`src/rtl/coder_out_packer.sv`:
```
// Output packer for the encoder stack: frames the three encoder lanes into a FIFO and
// drains them as parallel (all lanes per word) or serial (one lane per word) blocks.
module coder_out_packer #(
  parameter int DATA_W      = 8,
  parameter int NUM_STREAMS = 3,
  parameter int FIFO_DEPTH  = 16,
  parameter int SMALL_BEATS = 132,
  parameter int LARGE_BEATS = 768
) (
  input  logic                             clk,
  input  logic                             reset,
  input  logic                             in_valid,
  input  logic                             in_start,
  input  logic                             in_blk_size,
  input  logic                             in_mode,
  input  logic [NUM_STREAMS*DATA_W-1:0]    in_data,
  output logic                             out_valid,
  input  logic                             out_ready,
  output logic [NUM_STREAMS*DATA_W-1:0]    out_data,
  output logic                             out_sof,
  output logic                             out_eof,
  output logic [$clog2(FIFO_DEPTH+1)-1:0]  fifo_level,
  output logic                             overflow,
  output logic                             err_framing
);
  localparam int DW     = NUM_STREAMS * DATA_W;
  localparam int AW     = $clog2(FIFO_DEPTH);
  localparam int LW     = $clog2(FIFO_DEPTH + 1);
  localparam int LANE_W = (NUM_STREAMS > 1) ? $clog2(NUM_STREAMS) : 1;

  localparam logic [0:0] S_IDLE  = 1'b0;
  localparam logic [0:0] S_BLOCK = 1'b1;

  typedef struct packed {
    logic          mode;
    logic          sof;
    logic          eof;
    logic [DW-1:0] data;
  } entry_t;

  // write-side framing FSM
  logic [0:0]  r_state, w_nxt_state;
  logic [15:0] r_beat_cnt, w_nxt_cnt;
  logic [15:0] r_blk_len, w_nxt_len, w_start_len;
  logic        r_mode, w_nxt_mode;
  logic        w_wr_en, w_frame_err, w_last_beat;
  entry_t      w_wr_entry;

  assign w_start_len = in_blk_size ? 16'(LARGE_BEATS) : 16'(SMALL_BEATS);
  assign w_last_beat = (r_beat_cnt == r_blk_len - 16'd1);

  always_comb begin
    w_wr_en     = 1'b0;
    w_wr_entry  = '0;
    w_frame_err = 1'b0;
    w_nxt_state = r_state;
    w_nxt_cnt   = r_beat_cnt;
    w_nxt_len   = r_blk_len;
    w_nxt_mode  = r_mode;
    if (in_valid) begin
      if (in_start) begin
        // a start inside a block abandons the old block without an eof
        w_frame_err     = (r_state == S_BLOCK);
        w_wr_en         = 1'b1;
        w_wr_entry.mode = in_mode;
        w_wr_entry.sof  = 1'b1;
        w_wr_entry.eof  = (w_start_len == 16'd1);
        w_wr_entry.data = in_data;
        w_nxt_len       = w_start_len;
        w_nxt_mode      = in_mode;
        w_nxt_cnt       = 16'd1;
        w_nxt_state     = (w_start_len == 16'd1) ? S_IDLE : S_BLOCK;
      end else if (r_state == S_IDLE) begin
        w_frame_err = 1'b1;
      end else begin
        w_wr_en         = 1'b1;
        w_wr_entry.mode = r_mode;
        w_wr_entry.eof  = w_last_beat;
        w_wr_entry.data = in_data;
        if (w_last_beat) w_nxt_state = S_IDLE;
        else             w_nxt_cnt   = r_beat_cnt + 16'd1;
      end
    end
  end

  // FIFO and holding register
  entry_t            r_mem [FIFO_DEPTH];
  logic [AW-1:0]     r_wptr, r_rptr;
  logic [LW-1:0]     r_level;
  entry_t            r_hold;
  logic              r_hold_valid;
  logic [LANE_W-1:0] r_lane;
  logic              w_full, w_empty, w_push, w_pop, w_consume, w_hold_last;

  assign w_full      = (r_level == LW'(FIFO_DEPTH));
  assign w_empty     = (r_level == '0);
  assign w_consume   = r_hold_valid & out_ready;
  assign w_hold_last = ~r_hold.mode | (r_lane == LANE_W'(NUM_STREAMS - 1));
  assign w_pop       = ~w_empty & (~r_hold_valid | (w_consume & w_hold_last));
  // a pop in the same cycle frees the slot, so a full FIFO still accepts
  assign w_push      = w_wr_en & (~w_full | w_pop);

  always_ff @(posedge clk) begin
    if (w_push) r_mem[r_wptr] <= w_wr_entry;
  end

  always_ff @(posedge clk) begin
    if (reset) begin
      r_state      <= S_IDLE;
      r_beat_cnt   <= '0;
      r_blk_len    <= '0;
      r_mode       <= 1'b0;
      r_wptr       <= '0;
      r_rptr       <= '0;
      r_level      <= '0;
      r_hold       <= '0;
      r_hold_valid <= 1'b0;
      r_lane       <= '0;
      overflow     <= 1'b0;
      err_framing  <= 1'b0;
    end else begin
      r_state    <= w_nxt_state;
      r_beat_cnt <= w_nxt_cnt;
      r_blk_len  <= w_nxt_len;
      r_mode     <= w_nxt_mode;
      if (w_push) r_wptr <= r_wptr + AW'(1);
      if (w_pop)  r_rptr <= r_rptr + AW'(1);
      r_level <= r_level + LW'(w_push) - LW'(w_pop);
      if (w_wr_en & ~w_push) overflow    <= 1'b1;
      if (w_frame_err)       err_framing <= 1'b1;
      if (w_pop) begin
        r_hold       <= r_mem[r_rptr];
        r_hold_valid <= 1'b1;
        r_lane       <= '0;
      end else if (w_consume) begin
        if (w_hold_last) r_hold_valid <= 1'b0;
        else             r_lane       <= r_lane + LANE_W'(1);
      end
    end
  end

  always_comb begin
    out_data = '0;
    if (r_hold_valid) begin
      if (r_hold.mode) out_data[DATA_W-1:0] = r_hold.data[int'(r_lane)*DATA_W +: DATA_W];
      else             out_data = r_hold.data;
    end
  end

  assign out_valid  = r_hold_valid;
  assign out_sof    = r_hold_valid & r_hold.sof & (~r_hold.mode | (r_lane == '0));
  assign out_eof    = r_hold_valid & r_hold.eof & w_hold_last;
  assign fifo_level = r_level;

endmodule
```
`config.mk`:
```
export PLATFORM = sky130hd
export DESIGN_NAME = coder_out_packer
export DESIGN_NICKNAME = d
export VERILOG_FILES = /design/src/rtl/coder_out_packer.sv
export SDC_FILE = /design/constraint.sdc
export NUM_CORES = 1
export LEC_CHECK = 0
export CAP_MARGIN = 10
export CORE_ASPECT_RATIO = 1.25
export CORE_MARGIN = 5
export CORE_UTILIZATION = 55
export DETAILED_ROUTE_END_ITERATION = 7
export GPL_TIMING_DRIVEN = 0
export PLACE_DENSITY = 0.81
export SLEW_MARGIN = 20
export SYNTH_ARGS = -nofsm -noshare
export SYNTH_HDL_FRONTEND = slang
export SYNTH_SLANG_ARGS = --single-unit
```
`constraint.sdc`:
```
create_clock -name clk -period 5.25 [get_ports clk]
set_input_delay 1.3125 -clock clk [delete_from_list [all_inputs] [get_ports clk]]
set_output_delay 1.3125 -clock clk [all_outputs]
set_load 0.005 [all_outputs]
```
After elaboration in Yosys (flattened, before gate mapping)
Memory sizes are Yosys's and may differ from the RTL's. A register that Yosys moved wholly into a read port is not among the register bits. Cells that the tools add are included.

Bits in registers: 52. Latch bits: 0. Bits in writable memories: 432. Memory bits (read-only): 0. Output and inout port bits: 34. Logic and storage cells: 82. Memories: 1.

Add/subtract/negate cells: 7. Multiply operators: 0. Div/mod/pow operators: 0. Order comparisons: 0. Equal/unequal tests: 5. Shift-type cells: 1. Mux-type cells: 28. Bitwise operators: 19. Reductions and logical operators: 10.

Memory list: r_mem (depth 16, bits a word 27, read ports 1, clocked after Yosys merged registers in 1, wr ports 1, RTL line 87) `entry_t r_mem [FIFO_DEPTH];`.

Operator list (number): 2-to-1 mux 16 bit (4); 2-to-1 mux 25 bit (2); 2-to-1 mux 27 bit (1); 2-to-1 mux 24 bit (1); indexed part select 24 x 6 -> 8 bit (1); 2-to-1 mux 1 bit (18); adder 16 x 1 -> 16 bit (second input constant) (1); equality test 16 bit (1); subtractor 16 x 1 -> 16 bit (second input constant) (1); equality test 10 x 1 -> 1 bit (second input constant) (1); 2-to-1 mux 10 bit (1); AND 1 bit (9); adder 4 x 1 -> 4 bit (second input constant) (2); 2-to-1 mux 8 bit (1); inverter 1 bit (6); AND reduction 2 bit (3); nonzero test 2 bit (3); adder 5 x 1 -> 5 bit (1); equality test 5 bit (second input constant) (1); zero test 5 bit (1); subtractor 5 x 1 -> 5 bit (1); OR 1 bit (4); AND reduction 3 bit (1); adder 2 x 1 -> 2 bit (second input constant) (1); 4 further kinds (4).

Longest topological paths before layout
Word-level depth: 9. Gate-level depth with buffers: 18. Mapped depth without buffers: 16.

Worst setup path before layout
Ideal clock, no wire load.

Path kind: input -> register. Start point: in in_start. End point: mem r_mem[0][0] (netlist bit), enable pin. Setup time: 0.445 ns. Arrival: 4.658 ns. Data required time: 4.805 ns. Slack: 0.148 ns. Stages: 8. Path buffers: 2. Cell sequence: clkbuf_1 > clkbuf_1 > inv_1 > ha_1 > nand2b_1 > a21oi_1 > nand2_1 > nor3_1.

Longest elaborated chain between the ends: 5.

RTL lines: start, declared (RTL line 13) `input logic in_start,`; 2-to-1 mux 1 bit (RTL line 61) `if (in_start) begin`; 2-to-1 mux 1 bit (RTL line 60) `if (in_valid) begin`; AND 1 bit (RTL line 101) `assign w_push = w_wr_en & (~w_full | w_pop);`; 2-to-1 mux 1 bit (RTL line 104) `if (w_push) r_mem[r_wptr] <= w_wr_entry;`; 2-to-1 mux 1 bit (implied by the code) (RTL line 104); end, declared (RTL line 87).

No other way between the ends.

Final worst setup path
Start point: in in_start. End point: mem r_mem[1][22] (netlist bit), enable pin.

The elaborated chain is that of the path after synthesis.

==> impl_metrics.py <==
metrics = {
    "run_status": {
        "status": "completed",
    },
    "synthesis": {
        "synth_top_cell_by_area": "edfxtp_1",
        "synth_edf_count": 432,
        "ys.flop_type": "edfxtp_1",
        "ys_types": 52,
        "yosys_warnings": 0,
        "yosysSeqAreaShare": 0.7214,
        "syn_inst": 1156,
        "async_flop_share": 0,
        "syn-num-nets": 1205,
        "avgSynthCellArea_um2": 17.12,
        "ys_ff_latch": 497,
        "netlist_area_um2": 19790,
        "yosysTopAreaCellShare": 0.6557,
        "yosys-top-cells-area": "edfxtp_1 (66%), mux4_2 (12%), dfxtp_1 (6.6%)",
    },
    "grt": {
        "grt_max_degree": 20,
        "antenna_found_initial": 0,
        "grt.overflow.total": 0,
        "grt_pass1_vias": 11955,
        "grt_util_met3": 0.04710,
        "grt_first_pass_wirelength_um": 75820,
        "grt_usage": 0.2539,
        "busiest_layer": "met2",
        "use_met2": 0.4321,
        "gr-usage-met1": 0.3196,
    },
    "pwr": {
        "p_sw_mw": 2.850,
        "power.leakage_nw": 7.436,
        "peakVddDrop_uv": 283.2,
        "clkPwrFrac": 0.313,
        "comb_power_share": 0.235,
        "swShare": 0.2804,
        "p_per_area_nw_per_um2": 442.1,
        "total_power_mw": 10.16,
        "seqPwrFrac": 0.451,
        "intPower_mw": 7.313,
    },
    "sta": {
        "fin_crit_sh": 0.8611,
        "setup_viol": 0,
        "tightestPinTransition_ps": 1141,
        "holdWs_ps": 462.0,
        "rsz0062_at_grt": "false",
        "slew_headroom": 0.2365,
        "report.final.slew_viol_count": 0,
        "fin_crit_ps": 4521,
        "max_freq_mhz": 221.2,
        "hold_viol_final": 0,
        "fin_worst_skew_ps": 20.95,
    },
    "route": {
        "num_vias": 11730,
        "dr.pass1.iters": 5,
        "drc": 0,
        "drt-total-wl_um": 50940,
        "drtAntennaViolNets": 0,
        "post_drt_wl_per_cell_um": 28.27,
        "avgViaCountPerCell": 6.509,
        "drt_iter0_markers": 1494,
    },
    "cells_and_area": {
        "ff_latch_area_um2": 14270,
        "antenna_cells": 0,
        "layout_commonest_cell": "edfxtp_1",
        "fillers": 2355,
        "multi_input_area_um2": 5235,
        "drive_gt1_frac": 0.1747,
        "mostFrequentLayoutCells": "edfxtp_1 (432), mux4_2 (108), nand2_1 (103)",
        "utilization": 0.6484,
        "nets": 1343,
        "area_growth_pct": 16.19,
    },
    "die": {
        "rows": 77,
        "die_w_um": 179.6,
        "die_y_um": 222.1,
        "die-area_um2": 39890,
        "io_pins": 65,
        "start_util": 0.5581,
        "fp.coreArea_um2": 35450,
    },
    "critical_path": {
        "crit_chain": "clkbuf_1 > clkbuf_1 > inv_1 > ha_1 > nand2b_1 > a21oi_1 > nand2_1 > nor3_2 > buf_6 > buf_4",
        "cp.required_ps": 5500,
        "cp-start-kind": "input pin",
        "cpPeakStageDelay_ps": 660,
        "critPathKind": "in2reg",
        "critPathTopFamily": "buffers and inverters",
        "crit_path_max_fanout": 10,
        "critPathArrivalTime_ps": 4770,
        "worst_setup_path_end_kind": "flop",
        "cp_common_cell": "clkbuf_1",
        "cp_slowest_cell": "nor3_2",
        "path_buf_inv": 5,
    },
    "placed_design": {
        "place_congestion": 0.8657,
        "hpwl_um": 32440,
        "port_buffers": 62,
    },
    "clocking": {
        "path_clk_slew_ps": 60,
        "ctsHoldBuffers": 0,
        "clock-root-buffer": "clkbuf_16",
        "clk_latency_ps": 560,
        "postCtsResizedCells": 0,
        "post_cts_buffers": 0,
        "h-tree-depth": 2,
        "cts_tree": "done",
        "clock_sinks": 497,
        "cts_made_buffers": 46,
        "clockBufferDepth": 3,
    },
    "worst_hold_path": {
        "min_path_type": "reg2reg",
    },
    "job": {
        "drv_cap": 0,
    },
}
==> power by group through the flow <==
stage | clock [mW] | combinational [mW] | sequential, mW
finish | 3.18 | 2.39 | 4.59
global route | 3.40 | 2.56 | 4.59
CTS | 3.20 | 2.39 | 4.58
detailed placement | 0 | 2.34 | 4.65
global placement | 0 | 2.23 | 4.65
floorplan | 0 | 1.59 | 4.60
==> registers in the layout, summed over array words and instances, names as in the netlist <==
| register | count |
|---|---|
| r_wptr | 4 |
| r_state | 1 |
| r_blk_len | 2 |
| r_mem | 432 |
| r_lane | 2 |
| r_beat_cnt | 16 |
| err_framing | 1 |
| out_valid | 1 |
| r_hold | 27 |
| fifo_level | 5 |
| overflow | 1 |
| r_mode | 1 |
| r_rptr | 4 |
==> through the flow <==
step	area, um^2	cells	TNS, ps	setup slack (ps)
after floorplan	19790	1156	0	147.5
after global placement	21000	1692	-649040	-2707
after detailed placement	21580	1720	0	221.5
after CTS	22990	1802	0	776.6
after global routing	22990	1802	0	595.5
final	22990	1802	0	729.4
==> worst paths after layout <==
path                                start             to  slack (ps)  depth (start not counted)
worst max-delay path             in_start   r_mem[1][22]         730                         10
worst min-delay path            r_hold[4]      r_hold[4]         460                          2
worst max register to register  r_lane[0]  fifo_level[4]        1020                         18
worst min register to register  r_hold[4]      r_hold[4]         460                          2
==> layout make-up <==
type                       count  share of cell area
buffer                        67             0.01290
timing repair buffer          90             0.04757
sequential                   497              0.6209
clock buffer                  64             0.05394
multi-input combinational    568              0.2277
clock inverter                18            0.007239
tap                          474             0.02580
inverter                      24            0.003919
==> cells in the mapped netlist (all sizes together) (5+ instances only) <==
master	number
buf	27
o31ai	5
dfxtp	65
a22oi	54
nand2	103
mux4	108
o21bai	8
nand4	6
clkbuf	40
nor2b	6
edfxtp	432
nor3	11
xnor2	8
inv	22
ha	17
nand3	14
a21oi	71
nor4	6
and2	42
nor2	35
o21ai	23
==> cell families (layout without fill, tap and decap cells) <==
group | after synthesis | after routing | synth area share
fa+ha+maj | 18 | 18 | 0.01176
mux | 109 | 109 | 0.1234
simple gates | 245 | 245 | 0.05970
buf+inv | 91 | 263 | 0.01954
compound gates | 184 | 184 | 0.05881
xor+xnor | 12 | 12 | 0.005312
flops | 497 | 497 | 0.7214
==> metal layers <==
layer	share of wire	vias up
met2	0.51	869
li1	-	4843
met1	0.35	5874
met5	0	-
met4	0.047	0
met3	0.10	144
==> worst register-to-register path, cell delays in order (launching register included) <==
cell and delay (ps):
dfxtp_1 350, clkinv_1 290, buf_1 410, ha_1 330, nand2b_1 170, a21boi_1 400, or2_2 200, inv_1 100
buf_1 290, ha_1 370, inv_1 40, ha_1 200, inv_1 70, fa_1 200, inv_1 50, a21oi_1 120
nor2_1 60, or3_1 350, a21oi_1 140
Note: power is estimated with default switching activity, not from simulation.
